===== src/rtl/buzzer_sequencer.sv =====
// rtl/buzzer_sequencer.sv - prioritised, preemptive tone sequencer for the panel piezo buzzer
//
// Purpose: single owner of the piezo. Accepts one-cycle tone requests (key click,
// password accept, password reject), arbitrates them FAIL > PASS > KEY with
// preemption, and plays each tone as a timed 50% square wave. The reject tone
// contains a silent gap.
//
// Ports:
//   clk        system clock
//   rst_n      asynchronous active-low reset
//   req_key    one-cycle pulse: keypad click request
//   req_pass   one-cycle pulse: accept tone request
//   req_fail   one-cycle pulse: reject tone request
//   mute       level: forces buzzer low while sequencing continues
//   buzzer     piezo drive, registered
//   busy       high while any tone is in progress
//   tone       current tone: 00 idle, 01 key, 10 pass, 11 fail
//   tone_done  one-cycle pulse when a tone ends naturally

module buzzer_sequencer #(
  parameter int unsigned KEY_HALF       = 50000,
  parameter int unsigned KEY_LEN        = 10000000,
  parameter int unsigned PASS_HALF      = 25000,
  parameter int unsigned PASS_LEN       = 30000000,
  parameter int unsigned FAIL_HALF      = 100000,
  parameter int unsigned FAIL_LEN       = 15000000,
  parameter int unsigned FAIL_GAP_START = 5000000,
  parameter int unsigned FAIL_GAP_END   = 10000000
) (
  input  logic       clk,
  input  logic       rst_n,
  input  logic       req_key,
  input  logic       req_pass,
  input  logic       req_fail,
  input  logic       mute,
  output logic       buzzer,
  output logic       busy,
  output logic [1:0] tone,
  output logic       tone_done
);

  // State encoding doubles as the priority level and as the tone output code.
  typedef enum logic [1:0] {
    S_IDLE = 2'b00,
    S_KEY  = 2'b01,
    S_PASS = 2'b10,
    S_FAIL = 2'b11
  } state_t;

  localparam logic [31:0] K_HALF  = 32'(KEY_HALF);
  localparam logic [31:0] K_LEN   = 32'(KEY_LEN);
  localparam logic [31:0] P_HALF  = 32'(PASS_HALF);
  localparam logic [31:0] P_LEN   = 32'(PASS_LEN);
  localparam logic [31:0] F_HALF  = 32'(FAIL_HALF);
  localparam logic [31:0] F_LEN   = 32'(FAIL_LEN);
  localparam logic [31:0] F_GAP_S = 32'(FAIL_GAP_START);
  localparam logic [31:0] F_GAP_E = 32'(FAIL_GAP_END);

  state_t      state, state_n, req_state;
  logic [31:0] dur, dur_n, half, half_n;
  logic [31:0] cur_half, cur_len;
  logic        sq, sq_n, done_n, gap_n, req_any;

  // Highest-priority request this cycle; lower ones are simply dropped.
  always_comb begin
    req_state = S_IDLE;
    if (req_fail)      req_state = S_FAIL;
    else if (req_pass) req_state = S_PASS;
    else if (req_key)  req_state = S_KEY;
    req_any = req_fail | req_pass | req_key;
  end

  always_comb begin
    cur_half = K_HALF;
    cur_len  = K_LEN;
    case (state)
      S_PASS: begin cur_half = P_HALF; cur_len = P_LEN; end
      S_FAIL: begin cur_half = F_HALF; cur_len = F_LEN; end
      default: begin cur_half = K_HALF; cur_len = K_LEN; end
    endcase
  end

  always_comb begin
    state_n = state;
    dur_n   = dur;
    half_n  = half;
    sq_n    = sq;
    done_n  = 1'b0;
    // Acceptance is checked first so a request on the terminating edge wins
    // and suppresses tone_done.
    if (req_any && (logic'(1'b1) && (2'(req_state) >= 2'(state)))) begin
      state_n = req_state;
      dur_n   = 32'd0;
      half_n  = 32'd0;
      sq_n    = 1'b1;
    end else if (state != S_IDLE) begin
      if (dur == cur_len - 32'd1) begin
        state_n = S_IDLE;
        dur_n   = 32'd0;
        half_n  = 32'd0;
        sq_n    = 1'b0;
        done_n  = 1'b1;
      end else begin
        dur_n = dur + 32'd1;
        if (half == cur_half - 32'd1) begin
          half_n = 32'd0;
          sq_n   = ~sq;
        end else begin
          half_n = half + 32'd1;
        end
      end
    end
    gap_n = (state_n == S_FAIL) && (dur_n >= F_GAP_S) && (dur_n < F_GAP_E);
  end

  // buzzer is computed from next-state values so the pin comes straight off a flop.
  always_ff @(posedge clk or negedge rst_n) begin
    if (!rst_n) begin
      state     <= S_IDLE;
      dur       <= 32'd0;
      half      <= 32'd0;
      sq        <= 1'b0;
      buzzer    <= 1'b0;
      tone_done <= 1'b0;
    end else begin
      state     <= state_n;
      dur       <= dur_n;
      half      <= half_n;
      sq        <= sq_n;
      buzzer    <= sq_n & ~gap_n & ~mute;
      tone_done <= done_n;
    end
  end

  assign busy = (state != S_IDLE);
  assign tone = state;

endmodule


===== config.mk =====
export PLATFORM = sky130hd
export DESIGN_NAME = buzzer_sequencer
export DESIGN_NICKNAME = d
export VERILOG_FILES = /design/src/rtl/buzzer_sequencer.sv
export SDC_FILE = /design/constraint.sdc
export NUM_CORES = 1
export LEC_CHECK = 0
export BUFFER_PORTS_ARGS = -buffer_cell sky130_fd_sc_hd__clkbuf_2
export CAP_MARGIN = 15
export CORE_AREA = 2 2 80 139
export DETAILED_ROUTE_END_ITERATION = 12
export DIE_AREA = 0 0 82 141
export SLEW_MARGIN = 10
export SYNTH_ARGS = -nofsm -noshare
export SYNTH_HDL_FRONTEND = slang
export SYNTH_SLANG_ARGS = --single-unit

===== constraint.sdc =====
create_clock -name clk -period 3.1 [get_ports clk]
set_input_delay 0.31 -clock clk [delete_from_list [all_inputs] [get_ports clk]]
set_output_delay 0.31 -clock clk [all_outputs]
set_load 0.1 [all_outputs]

==> results.md, run 1 <==
* HPWL Detailed at 9950 um
* Post-synth EDFFs at 0
* Startpoint Class: flop
* DRT iter0 DRCs at 258
* CTS tree: built
* Vias per cell at 6.11
* Maximum clock frequency at 344 MHz
* Maximum vdd drop at 0.358 mV
* Max Slew Vio Count at 0
* Syn avg cell area at 8.61 sq um
* Full die area at 11600 sq um
* Initial antenna violation count at 0
* Period utilization at 0.938
* I/O pins at 11
* Slew margin rel. at 0.503
* Number of global-route vias before repair at 4245
* Grt ovf at 0
* Detailed Route WL at 13200 um
* CP endpoint kind: flop
* First-pass GRT wire length at 21700 um
* Total Power at 3.09 mW
* Gate Count Post-Synth at 536
* Core area at 10500 sq um
* Leak at 2.16 nW
* Worst-path clk slew at 0.06 ns
* Crit path max fanout at 14
* Placer Congestion at 0.931
* Final Hold Viols at 0
* Gr usage total at 0.247
* ANT nets after route at 0
* DR vias at 4215
* Die height at 141 um
* Max Root-Sink Buffers at 2
* TNS Setup at 0 ns
* Row cnt at 50
* Setup Fix Bufs, Post-CTS at 0
* Wirelength per Cell at 19.1 um
* Mapped Area at 4610 sq um
* RSZ-0062 raised after global routing: false
* Max-cap violations at 0
* # hold bufs at CTS at 0
* Clock latency on the worst-skew pair at 0.34 ns
* Power per cell area at 592 nW/um^2
* N_diodes at 0
* Initial Util at 0.439
* Reg2Reg Launch Point: tone[1]
* Sink Count at 69
* Clock Tree Root: clkbuf_16
* Crit path arrival time at 3.19 ns
* Status: finished clean
* Max Clock Skew at 0.00720 ns
* Largest net degree at the start of global routing at 41
* Register area share after synthesis at 0.374
* Htree depth at 3
* CTS buffer count at 9
* # port buffers at 10
* Residual DRC count at 0
* Least-Margin Pin Slew at 0.746 ns
* Ys async rst share at 1.00
* Synth Warn # at 0
* Syn-to-layout area delta at 13.1%
* Detailed Routing Iterations Pass 1 at 4
* Yosys reg bits at 69
* Period minus WS final at 2.91 ns
* Synth cell types at 75
* Prevailing post-synth register cell: dfrtp_1
* Layout cells sized above 1 at 0.145
* Crit path from: tone[1]
* Layout Nets at 565
* Kind of critical path: flop to flop
* Die X at 82 um
* Class of the worst hold path: input port to asynchronous set/reset pin
* Net Count, Synth at 546
* CTS resizes at 0
* Setup-failing EPs final at 0
* Worst path required time at 3.38 ns
==> flip-flops by register name (all words and copies together), names as in the netlist <==
| signal | flops |
|---|---|
| tone_done | 1 |
| buzzer | 1 |
| sq | 1 |
| tone | 2 |
| half | 32 |
| dur | 32 |
==> layout by cell type, fill, tap and decap left out, types with 6 or more instances in the layout <==
| master | instances |
|---|---|
| nor2_1 | 69 |
| dfrtp_1 | 68 |
| nand2_1 | 40 |
| o21ai_0 | 36 |
| buf_4 | 31 |
| xnor2_1 | 25 |
| nand3_1 | 21 |
| nand4_1 | 21 |
| xor2_1 | 21 |
| and3_1 | 20 |
| nor4_1 | 16 |
| a31oi_1 | 15 |
| a21oi_1 | 14 |
| nor3_1 | 12 |
| inv_1 | 10 |
| clkbuf_16 | 9 |
| clkbuf_2 | 9 |
| nor2b_1 | 7 |
| nor4b_1 | 6 |
| o21ai_1 | 6 |
| o31ai_1 | 6 |
==> metal layers <==
layer  part of all wire  up-vias  routed length, um  track usage
met2               0.55       95               7200        0.438
met1               0.36     2077               4790        0.257
met4              0.063        0                823        0.168
met3              0.027       48                357       0.0352
li1                   -     1995                  -            -
met5                  0        -                  0            0
==> worst max-delay path, stage by stage (launching register included) <==
cell and delay (ns):
dfrtp_2 0.45, buf_4 0.21, nor2b_4 0.15, or3_4 0.38, a2111oi_4 0.32, o211ai_2 0.21
or4b_1 0.53, a31oi_1 0.39, o31a_1 0.20
==> power by group <==
part / switching, mW / internal, mW
combinational: 0.713 / 0.306
clock: 0.419 / 0.647
sequential: 0.0603 / 0.946
==> synth_stat cells, drive strengths merged, types with 3 or more instances <==
master,n,share of area
nor4,17,0.026
a21oi,14,0.015
nand3,22,0.025
o31ai,6,0.0098
nor2,71,0.059
nor3b,4,0.0065
nand2b,4,0.0054
xnor2,25,0.047
a21o,4,0.0065
and3,20,0.027
a211oi,3,0.0076
xor2,21,0.040
a311oi,3,0.0057
nand2,40,0.033
o21ai,43,0.047
nor3,14,0.019
clkbuf,16,0.013
nor2b,8,0.012
inv,10,0.0081
nand4,23,0.036
buf,18,0.023
ha,4,0.011
or3,4,0.0065
and2,4,0.0054
or2,3,0.0041
dfrtp,69,0.37
a31oi,16,0.023
nor4b,6,0.011
and4,4,0.0076
nand3b,4,0.0065
==> metrics by stage <==
stage	hold WS [ns]	cells	instance area, sq um	util	setup WS (ns)
6_report	0.0265	690	5220	0.497	0.194
5_1_grt	0.0747	690	5220	0.497	0.0513
4_1_cts	0.0475	690	5220	0.497	0.223
3_5_place_dp	0.413	674	4920	0.468	0.259
3_3_place_gp	0.407	674	4920	0.468	0.258
2_1_floorplan	0.0144	536	4620	-	0.117
==> worst paths after layout <==
check / end / slack [ns] / cells after the start
max: buzzer / 0.19 / 8
min: dur[3] / 0.03 / 1
max reg2reg: buzzer / 0.19 / 8
min reg2reg: half[30] / 0.50 / 1
max in group asynchronous: dur[24] / 2.39 / 2
min in group clk: buzzer / 0.35 / 3
==> cell type report <==
| type | count | area, sq um |
|---|---|---|
| clock inverters | 5 | 58.8 |
| inverters | 11 | 42.5 |
| repair buffers | 42 | 303 |
| multi-input cells | 422 | 2680 |
| well taps | 130 | 163 |
| fillers | 1019 | 5290 |
| flip-flops and latches | 69 | 1730 |
| clock buffers | 11 | 243 |
==> cells by family (layout without fill, tap and decap cells) <==
family,count (synthesis),in the layout,share of synthesized area
AND/OR/NAND/NOR,257,257,0.312
AO/OA/AOI/OAI,114,114,0.169
flip-flops,69,69,0.374
XOR/XNOR,46,46,0.0873
buffers and inverters,45,69,0.0447
adder cells (fa/ha/maj),4,4,0.0108
multiplexers,1,1,0.00217
Note: power is estimated with default switching activity, not from simulation.
==> run 2: changes to the inputs <==
--- a/config.mk
+++ b/config.mk
@@ -7,9 +7,9 @@
 export LEC_CHECK = 0
 export BUFFER_PORTS_ARGS = -buffer_cell sky130_fd_sc_hd__clkbuf_2
 export CAP_MARGIN = 15
-export CORE_AREA = 2 2 80 139
+export CORE_AREA = 2 2 94 119
 export DETAILED_ROUTE_END_ITERATION = 12
-export DIE_AREA = 0 0 82 141
+export DIE_AREA = 0 0 96 121
 export SLEW_MARGIN = 10
 export SYNTH_ARGS = -nofsm -noshare
 export SYNTH_HDL_FRONTEND = slang
==> run 2 against run 1 <==
  * Combinational power is 4% lower
  * Cell count is 0.43% lower
  * Flip-flop and latch count stayed put
  * Non-clock buffer count is 5 lower
  * First-iteration DRC count is 22% lower
  * Register-to-register slack better by 0.08 ns
  * Utilization is 0.18 points higher
  * Highest routed layer unchanged
==> results.md, run 2 (synthesis results as in run 1) <==
* First-pass GRT wire length at 21000 um (-2.9%)
* Largest net degree at the start of global routing at 47 (+15%)
* Worst path required time at 3.37 ns (about the same)
* CTS buffer count at 9 (unchanged)
* Met3 Usage GRT at 0.0497 (+0.0145)
* Final worst setup slack at 0.273 ns (+0.0794 ns)
* Sw Ratio at 0.368 (-0.0176)
* Status: finished clean
* Sink Count at 69 (unchanged)
* Max Clock Skew at 0.00627 ns (-0.000926 ns)
* DR vias at 4125 (-2.1%)
* Htree depth at 3 (unchanged)
* Layout Nets at 560 (-0.88%)
* Met2 usage at 0.405 (-0.0328)
* GRT busiest layer: met2
* Max-cap violations at 0 (unchanged)
* Min-delay src: mute
* Grt ovf at 0 (unchanged)
* Crit path max fanout at 13 (-1)
* Final cell count without fillers at 687 (-0.43%)
* Placer Congestion at 0.919 (-1.3%)
* Slew margin rel. at 0.596 (+0.0935)
* Commonest non-fill, non-tap cell in the layout: nor2_1
* Final design utilization at 0.498 (+0.00178)
* Internal power at 1.99 mW (+4.8%)
* Setup Fix Bufs, Post-CTS at 0 (unchanged)
* Initial antenna violation count at 0 (unchanged)
* Period minus WS final at 2.83 ns (-0.0794 ns)
* Startpoint Class: flop
* Die X at 96 um (+17%)
* Reg2Reg Launch Point: tone[0]
* Row cnt at 42 (-16%)
* RSZ-0062 raised after global routing: false
* Kind of critical path: flop to flop
* Detailed Routing Iterations Pass 1 at 4 (unchanged)
* Seq pwr share at 0.332 (+0.006)
* FF-to-FF End: buzzer
* CP endpoint kind: flop
* Vias per cell at 6.00 (-1.7%)
* Hold slack at 0.291 ns (+0.264 ns)
* Final Hold Viols at 0 (unchanged)
* DRT iter0 DRCs at 202 (-22%)
* CP bufs+invs at 1 (unchanged)
* Maximum vdd drop at 0.296 mV (-17%)
* ANT nets after route at 0 (unchanged)
* Wirelength per Cell at 17.9 um (-6.4%)
* Clock latency on the worst-skew pair at 0.34 ns (about the same)
* Residual DRC count at 0 (unchanged)
* I/O pins at 11 (unchanged)
* Maximum clock frequency at 354 MHz (+2.8%)
* Met1 Use GR at 0.270 (+0.0124)
* Syn-to-layout area delta at 12.9%
* Commonest non-fill, non-tap cells in the layout: 69 x nor2_1, 68 x dfrtp_1, 40 x nand2_1
* # port buffers at 10 (unchanged)
* Clock share of power at 0.359 (+0.014)
* Full die area at 11600 sq um (+0.47%)
* Initial Util at 0.441 (+0.00221)
* Number of global-route vias before repair at 4175 (-1.6%)
* Core area at 10500 sq um (-0.50%)
* Hold path cells at 3
* FF-to-FF setup slack at 0.27 ns (+0.08 ns)
* CP max stage cell: dfrtp_1
* Leak at 2.16 nW (-0.30%)
* Power per cell area at 604 nW/um^2 (+2.0%)
* Clock Tree Root: clkbuf_16
* CTS tree: built
* Layout cells sized above 1 at 0.135 (-0.00951)
* Crit-path leading delay family: compound AO/OA/AOI/OAI gates
* Period utilization at 0.912 (-0.0256)
* Hold path endpoint: buzzer
* # placed instances at 670 (-0.59%)
* # hold bufs at CTS at 1 (+1)
* Net switching power at 1.16 mW (-2.7%)
* Die height at 121 um (-14%)
* N_diodes at 0 (unchanged)
* CTS resizes at 0 (unchanged)
* DP Worst Slack at 0.269 ns (+0.0100 ns)
* Crit-path cells: buf_4 -> nor2b_4 -> or3_4 -> a2111oi_4 -> o211ai_2 -> or4b_1 -> a31oi_1 -> o31a_1
* Worst-path clk slew at 0.06 ns (about the same)
* Slowest cell delay on critical path at 0.63 ns (+0.10 ns)
* Gr usage total at 0.234 (-0.0123)
* Least-Margin Pin Slew at 0.600 ns (-0.146 ns)
* Gate power share at 0.309 (-0.021)
* Class of the worst hold path: input port to flop
* Max Slew Vio Count at 0 (unchanged)
* Crit path arrival time at 3.10 ns (-0.09 ns)
* Max Root-Sink Buffers at 2 (unchanged)
* HPWL Detailed at 9040 um (-9.2%)
* TNS Setup at 0 ns (unchanged)
* Detailed Route WL at 12300 um (-6.8%)
* Setup-failing EPs final at 0 (unchanged)
* Reg2Reg Depth at 8 (unchanged)
## run 2: worst max-delay path by stage
stage               startpoint        to  cells past startpoint
detailed placement     tone[0]    buzzer                      8
floorplan              tone[0]    buzzer                     10
finish                 tone[0]    buzzer                      8
CTS                    tone[0]    buzzer                      8
global placement       tone[0]    buzzer                      8
global route           tone[0]  half[28]                     10
## run 2: final cells by class
type	count	area (sq um)
clock buffers	12	256
clock inverters	4	70.1
fillers	1001	5250
inverters	11	42.5
multi-input cells	422	2680
flip-flops and latches	69	1730
well taps	132	165
repair buffers	37	268
## run 2: per-stage QoR
| stage | power (mW) | cell area (sq um) |
|---|---|---|
| final | 3.15 | 5210 |
| after global placement | 2.01 | 4870 |
| after global routing | 3.32 | 5210 |
| after CTS | 3.18 | 5210 |
| after floorplan | 1.75 | 4620 |
| after detailed placement | 2.03 | 4870 |
## run 2: power groups by stage
stage	registers, mW	logic [mW]	clock network [mW]
5_1_grt	1.06	1.07	1.20
6_report	1.04	0.975	1.13
3_3_place_gp	1.05	0.953	0
2_1_floorplan	1.10	0.646	0
3_5_place_dp	1.06	0.973	0
4_1_cts	1.04	0.978	1.15
## run 2: tightest hold or removal path: stages
cell,delay (ns)
clkbuf_2,0.11
a31oi_1,0.06
o31a_1,0.10
## run 2: layer usage
layer	vias to the layer above	wire, um
met2	74	6510
met4	0	461
met5	-	0
met3	29	360
li1	1978	-
met1	2044	4930
